**src/rtl/mem_arbiter.sv**
```systemverilog
// rtl/mem_arbiter.sv - two-core round-robin arbiter onto a single memory port
module mem_arbiter #(
  parameter int WORD_W   = 32,
  parameter int MAX_WAIT = 255,
  parameter int RR_INIT  = 0
) (
  input  logic              CLK,
  input  logic              RST,
  input  logic [1:0]        iREN,
  input  logic [1:0]        dREN,
  input  logic [1:0]        dWEN,
  input  logic [WORD_W-1:0] iaddr0,
  input  logic [WORD_W-1:0] iaddr1,
  input  logic [WORD_W-1:0] daddr0,
  input  logic [WORD_W-1:0] daddr1,
  input  logic [WORD_W-1:0] dstore0,
  input  logic [WORD_W-1:0] dstore1,
  output logic [1:0]        iwait,
  output logic [1:0]        dwait,
  output logic [WORD_W-1:0] iload,
  output logic [WORD_W-1:0] dload,
  output logic              ramREN,
  output logic              ramWEN,
  output logic [WORD_W-1:0] ramaddr,
  output logic [WORD_W-1:0] ramstore,
  input  logic [WORD_W-1:0] ramload,
  input  logic [1:0]        ramstate,
  output logic              memerr
);

  localparam int CNT_W = $clog2(MAX_WAIT + 1);
  localparam logic [CNT_W-1:0] CNT_LAST = CNT_W'(MAX_WAIT - 1);

  typedef enum logic {IDLE, SERVE} state_t;
  typedef enum logic [1:0] {DATA_RD = 2'd0, DATA_WR = 2'd1, INSTR = 2'd2} kind_t;

  localparam logic [1:0] RS_ERROR = 2'd3;

  state_t           state_q, state_d;
  kind_t            kind_q, kind_d;
  logic             core_q, core_d;
  logic             rr_q, rr_d;
  logic [CNT_W-1:0] cnt_q, cnt_d;

  logic [1:0] req_any;
  logic       pick_core;
  kind_t      pick_kind;
  logic       held;
  logic       active;
  logic       done;
  logic       timeout;

  // Arbitration choice, grant liveness, completion and abort detection
  always_comb begin
    req_any   = iREN | dREN | dWEN;
    pick_core = req_any[rr_q] ? rr_q : ~rr_q;
    if (dWEN[pick_core]) begin
      pick_kind = DATA_WR;
    end else if (dREN[pick_core]) begin
      pick_kind = DATA_RD;
    end else begin
      pick_kind = INSTR;
    end
    case (kind_q)
      DATA_WR: held = dWEN[core_q];
      DATA_RD: held = dREN[core_q];
      default: held = iREN[core_q];
    endcase
    active  = (state_q == SERVE) && held;
    // ACCESS and ERROR both have bit 1 set
    done    = active && ramstate[1];
    timeout = active && !ramstate[1] && (cnt_q == CNT_LAST);
  end

  // Next-state, grant, round-robin pointer and wait counter
  always_comb begin
    state_d = state_q;
    kind_d  = kind_q;
    core_d  = core_q;
    rr_d    = rr_q;
    cnt_d   = cnt_q;
    case (state_q)
      IDLE: begin
        if (|req_any) begin
          state_d = SERVE;
          core_d  = pick_core;
          kind_d  = pick_kind;
          cnt_d   = '0;
        end
      end
      default: begin
        if (!held) begin
          state_d = IDLE;
        end else if (done || timeout) begin
          state_d = IDLE;
          rr_d    = ~core_q;
        end else begin
          cnt_d = cnt_q + CNT_W'(1);
        end
      end
    endcase
  end

  // State and grant registers
  always_ff @(posedge CLK or posedge RST) begin
    if (RST) begin
      state_q <= IDLE;
      kind_q  <= DATA_RD;
      core_q  <= 1'b0;
      rr_q    <= 1'(RR_INIT);
      cnt_q   <= '0;
    end else begin
      state_q <= state_d;
      kind_q  <= kind_d;
      core_q  <= core_d;
      rr_q    <= rr_d;
      cnt_q   <= cnt_d;
    end
  end

  // Memory-side strobes and muxed address/data from the granted core
  always_comb begin
    ramREN   = active && (kind_q != DATA_WR);
    ramWEN   = active && (kind_q == DATA_WR);
    ramaddr  = '0;
    ramstore = '0;
    if (active) begin
      if (kind_q == INSTR) begin
        ramaddr = core_q ? iaddr1 : iaddr0;
      end else begin
        ramaddr = core_q ? daddr1 : daddr0;
      end
      ramstore = core_q ? dstore1 : dstore0;
    end
    memerr = (done && (ramstate == RS_ERROR)) || timeout;
  end

  // Requester stalls: released only for the access completing this cycle
  always_comb begin
    for (int c = 0; c < 2; c++) begin
      iwait[c] = iREN[c] &
                 ~(done && (kind_q == INSTR) && (core_q == 1'(c)));
      dwait[c] = (dREN[c] | dWEN[c]) &
                 ~(done && (kind_q != INSTR) && (core_q == 1'(c)));
    end
    iload = ramload;
    dload = ramload;
  end

endmodule

```
**config.mk**
```make
export PLATFORM = sky130hd
export DESIGN_NAME = mem_arbiter
export DESIGN_NICKNAME = d
export VERILOG_FILES = /design/src/rtl/mem_arbiter.sv
export SDC_FILE = /design/constraint.sdc
export NUM_CORES = 1
export LEC_CHECK = 0
export BUFFER_PORTS_ARGS = -buffer_cell sky130_fd_sc_hd__buf_2
export CAP_MARGIN = 5
export CORE_AREA = 4 4 142 144
export DETAILED_ROUTE_END_ITERATION = 10
export DIE_AREA = 0 0 146 148
export SYNTH_ARGS = -nofsm -noshare
export SYNTH_HDL_FRONTEND = slang
export SYNTH_SLANG_ARGS = --single-unit
```
**constraint.sdc**
```tcl
create_clock -name CLK -period 3.3 [get_ports CLK]
set_input_delay 0.33 -clock CLK [delete_from_list [all_inputs] [get_ports CLK]]
set_output_delay 0.33 -clock CLK [all_outputs]
set_load 0.02 [all_outputs]
```
==> results.py <==
metrics = {
    "placed_design": {
        "place.port_buffers": 272,
        "gp_congestion": 0.749,
        "dp_hpwl_um": 10700,
    },
    "drt": {
        "wl_per_cell_um": 16.8,
        "drt_iter0_markers": 113,
        "viasPerCell": 4.19,
        "ant_nets": 0,
        "vias": 3089,
        "drc_errors": 0,
        "first_pass_iters": 4,
        "wl_um": 12400,
    },
    "setup_path": {
        "critPathMaxFanout": 33,
        "crit_path_max_incr_delay_ns": 0.68,
        "path_cells": "mux2i_1, a22oi_2, nand3_2, buf_4, nor2_1, buf_2",
        "arrival_ns": 2.22,
        "timing.rr.start": "core_q",
        "cp-startpoint": "core_q",
        "critPathCaptureType": "output pin",
        "worstPathRequired_ns": 2.97,
        "critPathLaunchType": "register",
        "crit_slowest_cell": "dfrtp_4",
        "worstSetupPathType": "reg2out",
    },
    "logic_synthesis": {
        "synth_top_family_by_area": "multiplexers",
        "yosysWarnings": 0,
        "yosys.area.top_type": "mux4_2",
        "ys_seq_area_frac": 0.115,
        "ys.flop_type": "dfrtp_1",
        "synth_area_mm2": 0.00283,
        "syn_nets": 543,
        "synth-xor-area-share": 0,
        "avgSynthCellArea_um2": 9.23,
        "synthMuxAreaShare": 0.400,
        "postSynth.asyncResetShare": 1.00,
        "synthAdderAreaFrac": 0.00883,
        "synth_seq_cells": 13,
        "synthesis.instances": 307,
        "synthTopCellsByArea": "mux4_2, buf_4, mux2i_1, dfrtp_1, and2_1",
        "yosysTopAreaCellShare": 0.254,
        "yosys.area_share.simple": 0.191,
        "synth_compound_area_frac": 0.0698,
        "ys_types": 38,
        "synth_edf_count": 0,
    },
    "global_routing": {
        "grt_pass1_vias": 3172,
        "antenna_found_initial": 4,
        "grt_overflow": 0,
        "grt_pass1_wl_um": 18100,
        "grt_max_degree": 36,
        "grt_usage": 0.105,
    },
    "sta": {
        "fin_crit_sh": 0.772,
        "final_max_slew_viol_count": 0,
        "finClkSkew_ns": 0.00136,
        "hold_violations": 0,
        "tns_ns": 0,
        "rsz0062_at_grt": "false",
        "fin_crit_ns": 2.55,
        "worst_slew_pin_slew_ns": 0.945,
        "setup_viol": 0,
        "timing.slew.headroom": 0.370,
        "fmax_mhz": 393,
    },
    "die": {
        "start_util": 0.151,
        "die_w_um": 146,
        "core-area_mm2": 0.0187,
        "die_y_um": 148,
        "pin_count": 369,
        "dieArea_mm2": 0.0216,
        "num_rows": 50,
    },
    "clocking": {
        "clock_path_buffers": 2,
        "cts_setup_buffers": 0,
        "numCtsBuffers": 3,
        "cts.clk_slew.worst_paths_ns": 0.05,
        "cts_sinks": 13,
        "h-tree-depth": 1,
        "cts_tree": "yes",
        "cts_hold_buf": 0,
        "clkLatencyLatePin_ns": 0.24,
        "cts-root-buf": "clkbuf_16",
        "cts-resized-gates": 0,
    },
    "cells_and_area": {
        "synthToLayoutAreaGrowth_pct": 42.5,
        "utilization": 0.216,
        "antenna_cells": 0,
        "finalNetCount": 741,
        "drive_gt1_frac": 0.641,
    },
    "status": {
        "status": "finished, final reports clean",
    },
    "power": {
        "p_leak_uw": 0.00209,
        "power_density_mw_per_mm2": 722,
        "vdd_drop_max_mv": 0.220,
    },
    "min_path": {
        "hp-class": "in2async",
    },
    "flow_run": {
        "cap_viol_max_count": 0,
    },
}
==> Yosys cell counts (2+ instances only) <==
library cell / n
a21boi_1: 2
a21oi_1: 2
a41oi_1: 2
and2_1: 33
and3_1: 2
buf_2: 13
buf_4: 67
clkbuf_1: 4
dfrtp_1: 13
ha_1: 2
inv_1: 4
mux2_2: 2
mux2i_1: 39
mux4_2: 32
nand2_1: 11
nand2b_1: 3
nand3_1: 3
nand4_1: 3
nor2_1: 41
nor3_1: 3
o21ai_0: 5
o31a_1: 2
o31ai_1: 3
or3_1: 2
==> critical path: cells and delay by family, from the launching register on <==
| kind | cells | cell delay (ns) |
|---|---|---|
| AND/OR/NAND/NOR | 2 | 0.38 |
| buffers and inverters | 2 | 0.50 |
| AO/OA/AOI/OAI | 1 | 0.23 |
| multiplexers | 1 | 0.15 |
| flip-flops | 1 | 0.68 |
==> sequential cells by signal (all words and copies together) (netlist names) <==
signal,count
cnt_q,8
core_q,1
kind_q,2
rr_q,1
state_q,1
==> power breakdown <==
group / internal, uW / switching, uW / leakage (uW)
Sequential: 204 / 113 / 0.000170
Combinational: 1000 / 1360 / 0.00188
Clock: 161 / 69.4 / 0.0000409
==> routing by layer <==
| metal | vias up | routed length, um | track usage | share of wire |
|---|---|---|---|---|
| li1 | 1432 | - | - | - |
| met1 | 1389 | 4490 | 0.115 | 0.36 |
| met2 | 250 | 6160 | 0.194 | 0.50 |
| met3 | 10 | 1640 | 0.0481 | 0.13 |
| met4 | 8 | 28 | 0.00564 | 0.0023 |
| met5 | - | 58 | 0 | 0.0047 |
==> area by class of cell <==
class                           count  area [um2]
Timing Repair Buffer              278        1420
Fill cell                        2075       14700
Multi-Input combinational cell    205        1900
Tap cell                          234         293
Clock buffer                        3        75.1
Clock inverter                      1        5.00
Sequential cell                    13         329
Inverter                            4        15.0
==> cells by family (layout without fill, tap and decap cells) <==
kind of cell,after synthesis,count (layout)
adder cells (fa/ha/maj),2,2
AO/OA/AOI/OAI,24,24
buffers and inverters,89,286
AND/OR/NAND/NOR,106,106
flip-flops,13,13
multiplexers,73,73
==> final timing paths <==
kind                                endpoint  slack, ns  depth (start not counted)
worst max-delay path            ramstore[10]       0.75                          6
worst min-delay path                cnt_q[6]       0.11                          2
worst max register to register      cnt_q[2]       1.26                          6
worst min register to register      cnt_q[5]       0.55                          2
max in group asynchronous             core_q       2.80                          2
min in group CLK                   kind_q[1]       0.48                          3
==> stage by stage <==
stage | worst slack, ns | total power (uW) | instance area, um2 | hold slack (ns) | instances
after floorplan | 1.36 | 2070 | 2830 | 0.207 | 307
after global placement | 1.02 | 2720 | 3960 | 0.397 | 734
after detailed placement | 0.998 | 2730 | 3960 | 0.397 | 734
after CTS | 0.723 | 2980 | 4040 | 0.134 | 738
after global routing | 0.600 | 3150 | 4040 | 0.170 | 738
final | 0.754 | 2910 | 4040 | 0.112 | 738
==> cell usage in the layout, fill, tap and decap left out, types with 3 or more instances in the layout <==
cell       instances
clkbuf_16          3
nand3_1            3
nor3_1             3
buf_2            272
inv_1              4
dfrtp_1           12
nand2_1           11
mux4_2            32
mux2i_1           39
o31ai_1            3
buf_4              5
and2_1            33
nand4_1            3
o21ai_0            5
nor2_1            41
Note: power is estimated with default switching activity, not from simulation.
